$ cat src/rtl/mdr_mem_if.sv
// Memory data register with its own request/acknowledge handshake to memory.
// Handles byte/half/word/dword lane alignment, sign/zero extension, alignment and timeout errors.
module mdr_mem_if #(
  parameter int DATA_W  = 32,
  parameter int TIMEOUT = 15,
  parameter int LANE_W  = $clog2(DATA_W/8)
) (
  input  logic                clock,
  input  logic                clear,
  input  logic                MDRin,
  input  logic                Read,
  input  logic                Write,
  input  logic [1:0]          size,
  input  logic                sign_ext,
  input  logic [LANE_W-1:0]   addr_lo,
  input  logic [DATA_W-1:0]   BusMuxOut,
  input  logic [DATA_W-1:0]   Mdatain,
  input  logic                mem_ack,
  output logic                mem_req,
  output logic                mem_we,
  output logic [DATA_W/8-1:0] mem_be,
  output logic [DATA_W-1:0]   Mdataout,
  output logic [DATA_W-1:0]   BusMuxIn_MDR,
  output logic                busy,
  output logic                done,
  output logic                align_err,
  output logic                timeout_err
);

  localparam int NB = DATA_W/8;

  typedef enum logic [1:0] {
    IDLE    = 2'd0,
    RD_WAIT = 2'd1,
    WR_WAIT = 2'd2
  } state_t;

  state_t              r_state;
  state_t              w_next;
  logic [DATA_W-1:0]   r_q;
  logic [7:0]          r_cnt;
  logic [1:0]          r_size;
  logic                r_sext;
  logic [LANE_W-1:0]   r_addr;
  logic                r_done;
  logic                r_align_err;
  logic                r_timeout_err;

  logic                w_legal;
  logic                w_start;
  logic                w_illegal;
  logic                w_load_bus;
  logic                w_finish;
  logic                w_abort;
  logic                w_ack_rd;
  logic [LANE_W+2:0]   w_shamt;
  logic [NB-1:0]       w_bmask;
  logic [DATA_W-1:0]   w_wmask;
  logic [DATA_W-1:0]   w_field;
  logic [DATA_W-1:0]   w_load;
  logic                w_sbit;

  assign w_shamt = {r_addr, 3'b000};

  // Unshifted byte mask of the latched access size, and its bit-level expansion.
  always_comb begin
    w_bmask = '0;
    for (int i = 0; i < NB; i++) w_bmask[i] = (i < (1 << r_size));
  end

  always_comb begin
    w_wmask = '0;
    for (int i = 0; i < NB; i++) w_wmask[8*i +: 8] = {8{w_bmask[i]}};
  end

  always_comb begin
    w_field = Mdatain >> w_shamt;
    case (r_size)
      2'b00:   w_sbit = w_field[7];
      2'b01:   w_sbit = w_field[15];
      2'b10:   w_sbit = w_field[31];
      default: w_sbit = w_field[DATA_W-1];
    endcase
    w_load = (w_field & w_wmask) | ((r_sext && w_sbit) ? ~w_wmask : '0);
  end

  always_comb begin
    w_legal = 1'b0;
    case (size)
      2'b00:   w_legal = 1'b1;
      2'b01:   w_legal = ~addr_lo[0];
      2'b10:   w_legal = (addr_lo[1:0] == 2'b00);
      default: w_legal = (DATA_W == 64) && (addr_lo == '0);
    endcase
  end

  always_comb begin
    w_next     = r_state;
    w_start    = 1'b0;
    w_illegal  = 1'b0;
    w_load_bus = 1'b0;
    w_finish   = 1'b0;
    w_abort    = 1'b0;
    case (r_state)
      IDLE: begin
        if (Read || Write) begin
          if (!w_legal) begin
            w_illegal = 1'b1;
          end else begin
            w_start = 1'b1;
            w_next  = Read ? RD_WAIT : WR_WAIT;
          end
        end else if (MDRin) begin
          w_load_bus = 1'b1;
        end
      end
      RD_WAIT, WR_WAIT: begin
        if (mem_ack) begin
          w_finish = 1'b1;
          w_next   = IDLE;
        end else if (r_cnt == 8'(TIMEOUT-1)) begin
          w_abort = 1'b1;
          w_next  = IDLE;
        end
      end
      default: w_next = IDLE;
    endcase
    w_ack_rd = w_finish && (r_state == RD_WAIT);
  end

  always_ff @(posedge clock or negedge clear) begin
    if (!clear) begin
      r_state       <= IDLE;
      r_q           <= '0;
      r_cnt         <= '0;
      r_size        <= '0;
      r_sext        <= 1'b0;
      r_addr        <= '0;
      r_done        <= 1'b0;
      r_align_err   <= 1'b0;
      r_timeout_err <= 1'b0;
    end else begin
      r_state <= w_next;
      r_done  <= w_illegal | w_finish | w_abort;
      if (w_illegal) r_align_err <= 1'b1;
      if (w_abort)   r_timeout_err <= 1'b1;
      if (w_start) begin
        r_align_err   <= 1'b0;
        r_timeout_err <= 1'b0;
        r_cnt         <= '0;
        r_size        <= size;
        r_sext        <= sign_ext;
        r_addr        <= addr_lo;
      end else if ((r_state != IDLE) && (w_next == r_state)) begin
        r_cnt <= r_cnt + 8'd1;
      end
      if (w_load_bus)    r_q <= BusMuxOut;
      else if (w_ack_rd) r_q <= w_load;
    end
  end

  assign busy         = (r_state != IDLE);
  assign mem_req      = busy;
  assign mem_we       = (r_state == WR_WAIT);
  assign mem_be       = busy ? (w_bmask << r_addr) : '0;
  // Write data comes from q, which cannot change while a write is pending.
  assign Mdataout     = mem_we ? ((r_q & w_wmask) << w_shamt) : '0;
  assign BusMuxIn_MDR = r_q;
  assign done         = r_done;
  assign align_err    = r_align_err;
  assign timeout_err  = r_timeout_err;

endmodule

$ cat config.mk
export PLATFORM = sky130hd
export DESIGN_NAME = mdr_mem_if
export DESIGN_NICKNAME = d
export VERILOG_FILES = /design/src/rtl/mdr_mem_if.sv
export SDC_FILE = /design/constraint.sdc
export NUM_CORES = 1
export LEC_CHECK = 0
export BUFFER_PORTS_ARGS = -buffer_cell sky130_fd_sc_hd__buf_4
export CAP_MARGIN = 20
export CORE_MARGIN = 2
export CORE_UTILIZATION = 40
export CTS_CLUSTER_SIZE = 20
export DETAILED_ROUTE_END_ITERATION = 8
export GPL_TIMING_DRIVEN = 0
export PLACE_DENSITY = 0.75
export SETUP_SLACK_MARGIN = 0.3
export SLEW_MARGIN = 20
export SYNTH_ARGS = -nofsm -noshare
export SYNTH_HDL_FRONTEND = slang
export SYNTH_SLANG_ARGS = --single-unit
$ cat constraint.sdc
create_clock -name clock -period 2.1 [get_ports clock]
set_input_delay 0.105 -clock clock [delete_from_list [all_inputs] [get_ports clock]]
set_output_delay 0.105 -clock clock [all_outputs]
set_load 0.005 [all_outputs]
Word-level counts from Yosys, hierarchy flattened:

Cells that the tools add are included.

* add/sub/neg operators: 1
* bitwise logic cells: 7
* muxes and demuxes: 33
* reductions and logical operators: 14
* shifts and indexed selects: 4
* eq/ne operators: 7
* magnitude comparators: 4

Operators by type and width (count)
* 32-bit two-way mux: 4
* 32-bit AND: 2
* 3-bit by 32-bit less-than comparator with 1-bit output, first input constant: 2
* 1-bit by 32-bit less-than comparator with 1-bit output, first input constant: 1
* 2-bit by 32-bit less-than comparator with 1-bit output, first input constant: 1
* 32-bit NOT: 1
* 32-bit OR: 1
* 1-bit by 2-bit left shift with 32-bit output, first input constant: 1
* 32-bit by 5-bit left shift with 32-bit output: 1
* 32-bit by 5-bit >> shifter with 32-bit output: 1
* 1-bit two-way mux: 18
* 8-bit two-way mux: 2
* 2-bit two-way mux: 5
* 2-bit nonzero test: 5
* 8-bit by 1-bit adder with 8-bit output, second input constant: 1
* 8-bit by 4-bit equality test with 1-bit output, second input constant: 1
* 2-bit zero test: 4
* 2-bit by 1-bit equality test with 1-bit output, second input constant: 3
* 2-bit equality test, second input constant: 2
* 4-bit two-way mux: 1
* 2-bit one-hot mux with 2 select lines: 1
* 4-bit by 2-bit left shift with 4-bit output: 1
* 1-bit logical AND: 3
* 1-bit one-hot mux with 3 select lines: 1
* other kinds (6): 7

* word-level logic and storage cells: 79
* bits of input ports: 75
* register bits: 50

Longest topological paths before layout:

* depth in word-level cells: 9
* gate-level depth with buffers: 8

Worst setup path after synthesis:

Ideal clock, no wire load.

* path type: register to register
* start: register r_state[0]
* end: register r_cnt[7]
* data required time: 2.021 ns
* buffers on the path: 1
* path slack: 0.155 ns
* arrival time: 1.865 ns
* stages on the path, launching flop included: 8
* cells stage by stage: dfrtp_1 inv_1 ha_1 buf_2 nor4b_1 o21ai_2 a211oi_1 mux2i_1

* longest elaborated chain between the ends: 6
* elaborated cells on any way between the ends: 15

RTL lines
* from (decl): line 38 `state_t r_state;`
* from (signal assigned): line 143 `r_state <= w_next;`
* 2-bit equality test (tied with other cells): line 104 `case (r_state)`
* 2-bit OR reduction (tied with other cells): line 104
* 2-bit one-hot mux with 2 select lines: line 104
* 2-bit equality test: line 154 `end else if ((r_state != IDLE) && (w_next == r_state)) begin`
* 1-bit logical AND: line 154
* 2-bit nonzero test (no source line)
* to (signal assigned): line 155 `r_cnt <= r_cnt + 8'd1;`
* to (decl): line 41 `logic [7:0] r_cnt;`

Several ways; a longest one is shown, not always the timed one.
A chain may end at the register's enable or synchronous reset.

Worst setup path in the final report:

* start: register r_addr[1]
* end: register r_q[22], in the netlist BusMuxIn_MDR[22]

* longest elaborated chain between the ends: 7
* elaborated cells on any way between the ends: 8

RTL lines
* from (decl): line 44 `logic [LANE_W-1:0] r_addr;`
* from (signal assigned): line 153 `r_addr <= addr_lo;`
* 32-bit by 5-bit >> shifter with 32-bit output *: line 77 `w_field = Mdatain >> w_shamt;`
* 1-bit one-hot mux with 2 select lines: line 78 `case (r_size)`
* 1-bit logical AND: line 84 `w_load = (w_field & w_wmask) | ((r_sext && w_sbit) ? ~w_wmask : '0);`
* 32-bit two-way mux: line 84
* 32-bit OR *: line 84
* 32-bit two-way mux *: line 158 `else if (w_ack_rd) r_q <= w_load;`
* 32-bit two-way mux *: line 157 `if (w_load_bus) r_q <= BusMuxOut;`
* to (signal assigned): line 157
* to (signal assigned): line 158
* to (decl): line 40 `logic [DATA_W-1:0] r_q;`

Mark *: on every way between the ends. The rest lies on a longest branch, timed or not. The select of a mux whose other input is x is not followed.

==> impl.org <==
** Run status
- Outcome :: complete, no violations

** Die
- After floorplanning, the core was divided into 34 placement rows.
- The die covers 9970 sq um.
- Initial Utilization :: 0.417
- Io pins :: 149
- The total area inside the core boundary comes to 8810 sq um.
- The die is 99.9 microns tall.
- Die X-Extent :: 99.9 microns

** Drt
- Number of vias in the routed layout :: 4,890
- WL/cell :: 23.0 microns
- Number of DRC markers in iteration 0 :: 441
- In this run the remaining antenna-violating nets after routing total 0.
- Wirelength, routed :: 17.3 mm
- The first detailed-routing pass ran for 5 iterations.
- Ratio of routed vias to standard cells :: roughly 6.5
- Detailed-route DRC error count :: 0

** Placed design
- Cells after DPL :: 689
- Summing all placed instances gives a cell area of 4940 sq um.
- Port bufs :: 148
- Detail Placement HPWL :: 10.8 mm
- Worst slack at placement :: -0.174 ns
- At the end of routability-driven placement, the weighted congestion stood at 1.03.

** CTS
- In this run, CTS created clock tree buffers numbering 5.
- Clock tree synthesis found a total of 50 sinks.
- CTS HTree Levels :: 2
- Root buf cell :: sky130_fd_sc_hd__clkbuf_8
- Clock tree from TritonCTS :: built
- Maximum clock path buffer count :: 2
- The later pin in the worst-skew pair is clocked with a latency of between 0.3 and 0.4 ns.
- Clock transition at the register clock pins on the worst setup and hold paths after CTS :: 0.09 ns

** Worst hold path
- Class of the tightest hold or removal check :: primary input to flop

** Synthesis
- Dominant cell type by area after synthesis :: sky130_fd_sc_hd__dfrtp_1
- The number of nets in the synthesized netlist is 514.
- Post-synthesis cell type count :: between 40 and 50
- Count of flip-flops with a built-in enable after synthesis :: 0
- Share of flip-flops with an asynchronous set or reset :: 1.00
- Post-Synthesis Cells :: 433
- Synthesized flop and latch total :: 50
- Netlist Area Pre-Place :: 3680 sq um
- Of the synthesized area, sequential elements account for 0.340.
- A synthesized cell averages approximately 8.5 sq um.
- The share of synthesized area in the top cell type comes to 0.340.
- Yosys warns :: 0
- Leading post-synthesis cells by cell area :: sky130_fd_sc_hd__dfrtp_1, sky130_fd_sc_hd__mux2_2, sky130_fd_sc_hd__nand2_1
- In the synthesized netlist, the cells that appear most often are sky130_fd_sc_hd__nand2_1, sky130_fd_sc_hd__dfrtp_1, sky130_fd_sc_hd__o21ai_0.
- In the post-synthesis netlist, the cell with the most instances is sky130_fd_sc_hd__nand2_1.
- Prevailing post-synth register cell :: sky130_fd_sc_hd__dfrtp_1

** Power and ir drop
- Power density relative to cell area :: 1450 nW/um^2
- IR analysis of the VDD net gives a maximum drop of 0.640 mV.
- Summed over all cells, the static leakage comes to 2.76 nW.

** STA
- Shortest clock period the worst path allows after layout :: 1.99 ns
- Final worst setup slack :: around 0.11 ns
- Measured against its own limit, the worst slew margin works out to 0.449.
- Derived from the worst setup path, the maximum achievable clock frequency is 502 MHz.
- Max Transition Viols Final :: 0
- Final hold vios :: 0
- Setup violations remaining at the end of the flow were counted as 0.
- Dividing the final minimum period by the clock period gives 0.948.
- After routing, the total negative slack on setup checks comes to 0 ns.
- Setup repair after global routing could not meet its margin everywhere.
- For the final database, setup skew stands at between 0.01 and 0.015 ns.
- For the pin with the worst max-slew slack, the measured transition is 0.820 ns.

** Global route
- The via count of the first global-routing pass is 4,424.
- Total grt overflow :: 0
- First-pass GRT wire length :: about 23 mm
- Total track usage :: 0.294
- Pin count of the biggest net entering global routing :: around 50
- The number of antenna violations at the first check in global routing came to 0.

** Cells and area
- In the final layout, the share of cells above drive strength 1 is 0.541.
- After the last flow step, the layout net total stands at 725.
- Filler cell count in the final layout :: 630
- Antenna Diode Count :: 0
- Leaving out filler cells and counting taps, the final layout contains between 700 and 800.
- With fillers left out, the area of the finished cells amounts to 6240 sq um.
- For this run, the share of the core covered by cells in the final layout is 0.708.
- Synthesis-to-finish area growth :: 69.7%

** Worst setup path
- STA classifies the critical path endpoint as a flop.
- In this run the worst path has a maximum fanout of 8.
- The worst setup path is of the flop to flop kind.
- Data required, critical path :: 2.27 ns
- Data on the critical path arrives at its endpoint at 2.16 ns.
- STA classifies the critical path startpoint as a flop.

** Job
- Max-cap viol count :: 0
[metal layers]
metal | up-vias | track usage | part of all wire
met5 | - | 0 | 0
met4 | 0 | 0.114 | 0.064
met3 | 119 | 0.0557 | 0.10
met2 | 428 | 0.502 | 0.48
met1 | 2324 | 0.368 | 0.36
li1 | 2019 | - | -
[critical path: stages, from the launching register on]
cell and delay, ns:
sky130_fd_sc_hd__dfrtp_1 0.35, sky130_fd_sc_hd__buf_6 0.14, sky130_fd_sc_hd__mux4_2 0.56, sky130_fd_sc_hd__and2_4 0.21, sky130_fd_sc_hd__o211ai_4 0.28, sky130_fd_sc_hd__buf_6 0.20, sky130_fd_sc_hd__a31oi_4 0.10
[area by class of cell]
class                   count  area, sq um  area share
well taps                 108          135      0.0217
clock inverters             2         12.5     0.00201
clock buffers               6         82.6      0.0132
repair buffers            204         1650       0.265
multi-input cells         342         2730       0.438
flip-flops and latches     50         1250       0.201
inverters                   6         22.5     0.00361
plain buffers              35          349      0.0560
[registers in the layout, indices dropped and copies added, names as in the netlist]
register      count
done              1
timeout_err       1
r_addr            2
align_err         1
r_sext            1
r_cnt             8
r_state           2
r_size            2
BusMuxIn_MDR     32
[cells in the final DEF (no fill, tap or decap), types with 14 or more instances in the layout]
cell	synthesis	routed
sky130_fd_sc_hd__buf_6	2	24
sky130_fd_sc_hd__a31oi_1	26	20
sky130_fd_sc_hd__dfrtp_1	50	49
sky130_fd_sc_hd__mux2_2	27	27
sky130_fd_sc_hd__and2_1	17	15
sky130_fd_sc_hd__buf_4	1	188
sky130_fd_sc_hd__o22ai_1	26	20
sky130_fd_sc_hd__nor2b_1	15	14
sky130_fd_sc_hd__nand2_1	64	63
sky130_fd_sc_hd__nor2_1	20	15
sky130_fd_sc_hd__o21ai_1	0	15
sky130_fd_sc_hd__mux2i_1	20	19
[cell families (layout without fill, tap and decap cells)]
logic type               after synthesis  in the layout  share of synthesized area
AO/OA/AOI/OAI                        138            138                      0.244
flip-flops                            50             50                      0.340
AND/OR/NAND/NOR                      150            150                      0.201
multiplexers                          48             48                      0.143
buffers and inverters                 41            253                     0.0500
adder cells (fa/ha/maj)                6              6                     0.0204
[repair_timing]
| item | CTS | global route |
|---|---|---|
| pin swaps | 17 | 30 |
| setup buffers | 21 | 29 |
| gates resized for setup | 102 | 96 |
| cloned | 2 | 3 |
| hold buffers | 1 | 0 |
| endpoints found under the setup margin | 82 | 77 |
| hold endpoints to repair | 50 | 0 |
[power by group]
part	total (mW)	switching (mW)	internal, mW
combinational	6.43	3.12	3.31
clock	0.636	0.369	0.267
sequential	2.00	0.620	1.38
total	9.07	4.11	4.96
[worst paths after layout]
path,from,endpoint,slack (ns),cells past startpoint
worst max-delay path,r_addr[1]$_DFFE_PN0P_,BusMuxIn_MDR[22]$_DFFE_PN0P_,0.11,6
worst min-delay path,sign_ext,r_sext$_DFFE_PN0P_,0.03,2
worst max register to register,r_addr[1]$_DFFE_PN0P_,BusMuxIn_MDR[22]$_DFFE_PN0P_,0.11,6
worst min register to register,r_cnt[3]$_DFFE_PN0P_,r_cnt[3]$_DFFE_PN0P_,0.52,1
max in group asynchronous,clear,r_state[1]$_DFF_PN0_,1.21,2
min in group asynchronous,clear,BusMuxIn_MDR[3]$_DFFE_PN0P_,0.37,2
[per-stage QoR]
step	hold slack, ns	power [mW]
after floorplan	-0.191	4.27
after global placement	0.175	5.88
after detailed placement	0.190	6.00
after CTS	0.0261	7.50
after global routing	0.0216	9.44
final	0.0263	9.07
Note: power is estimated with default switching activity, not from simulation.
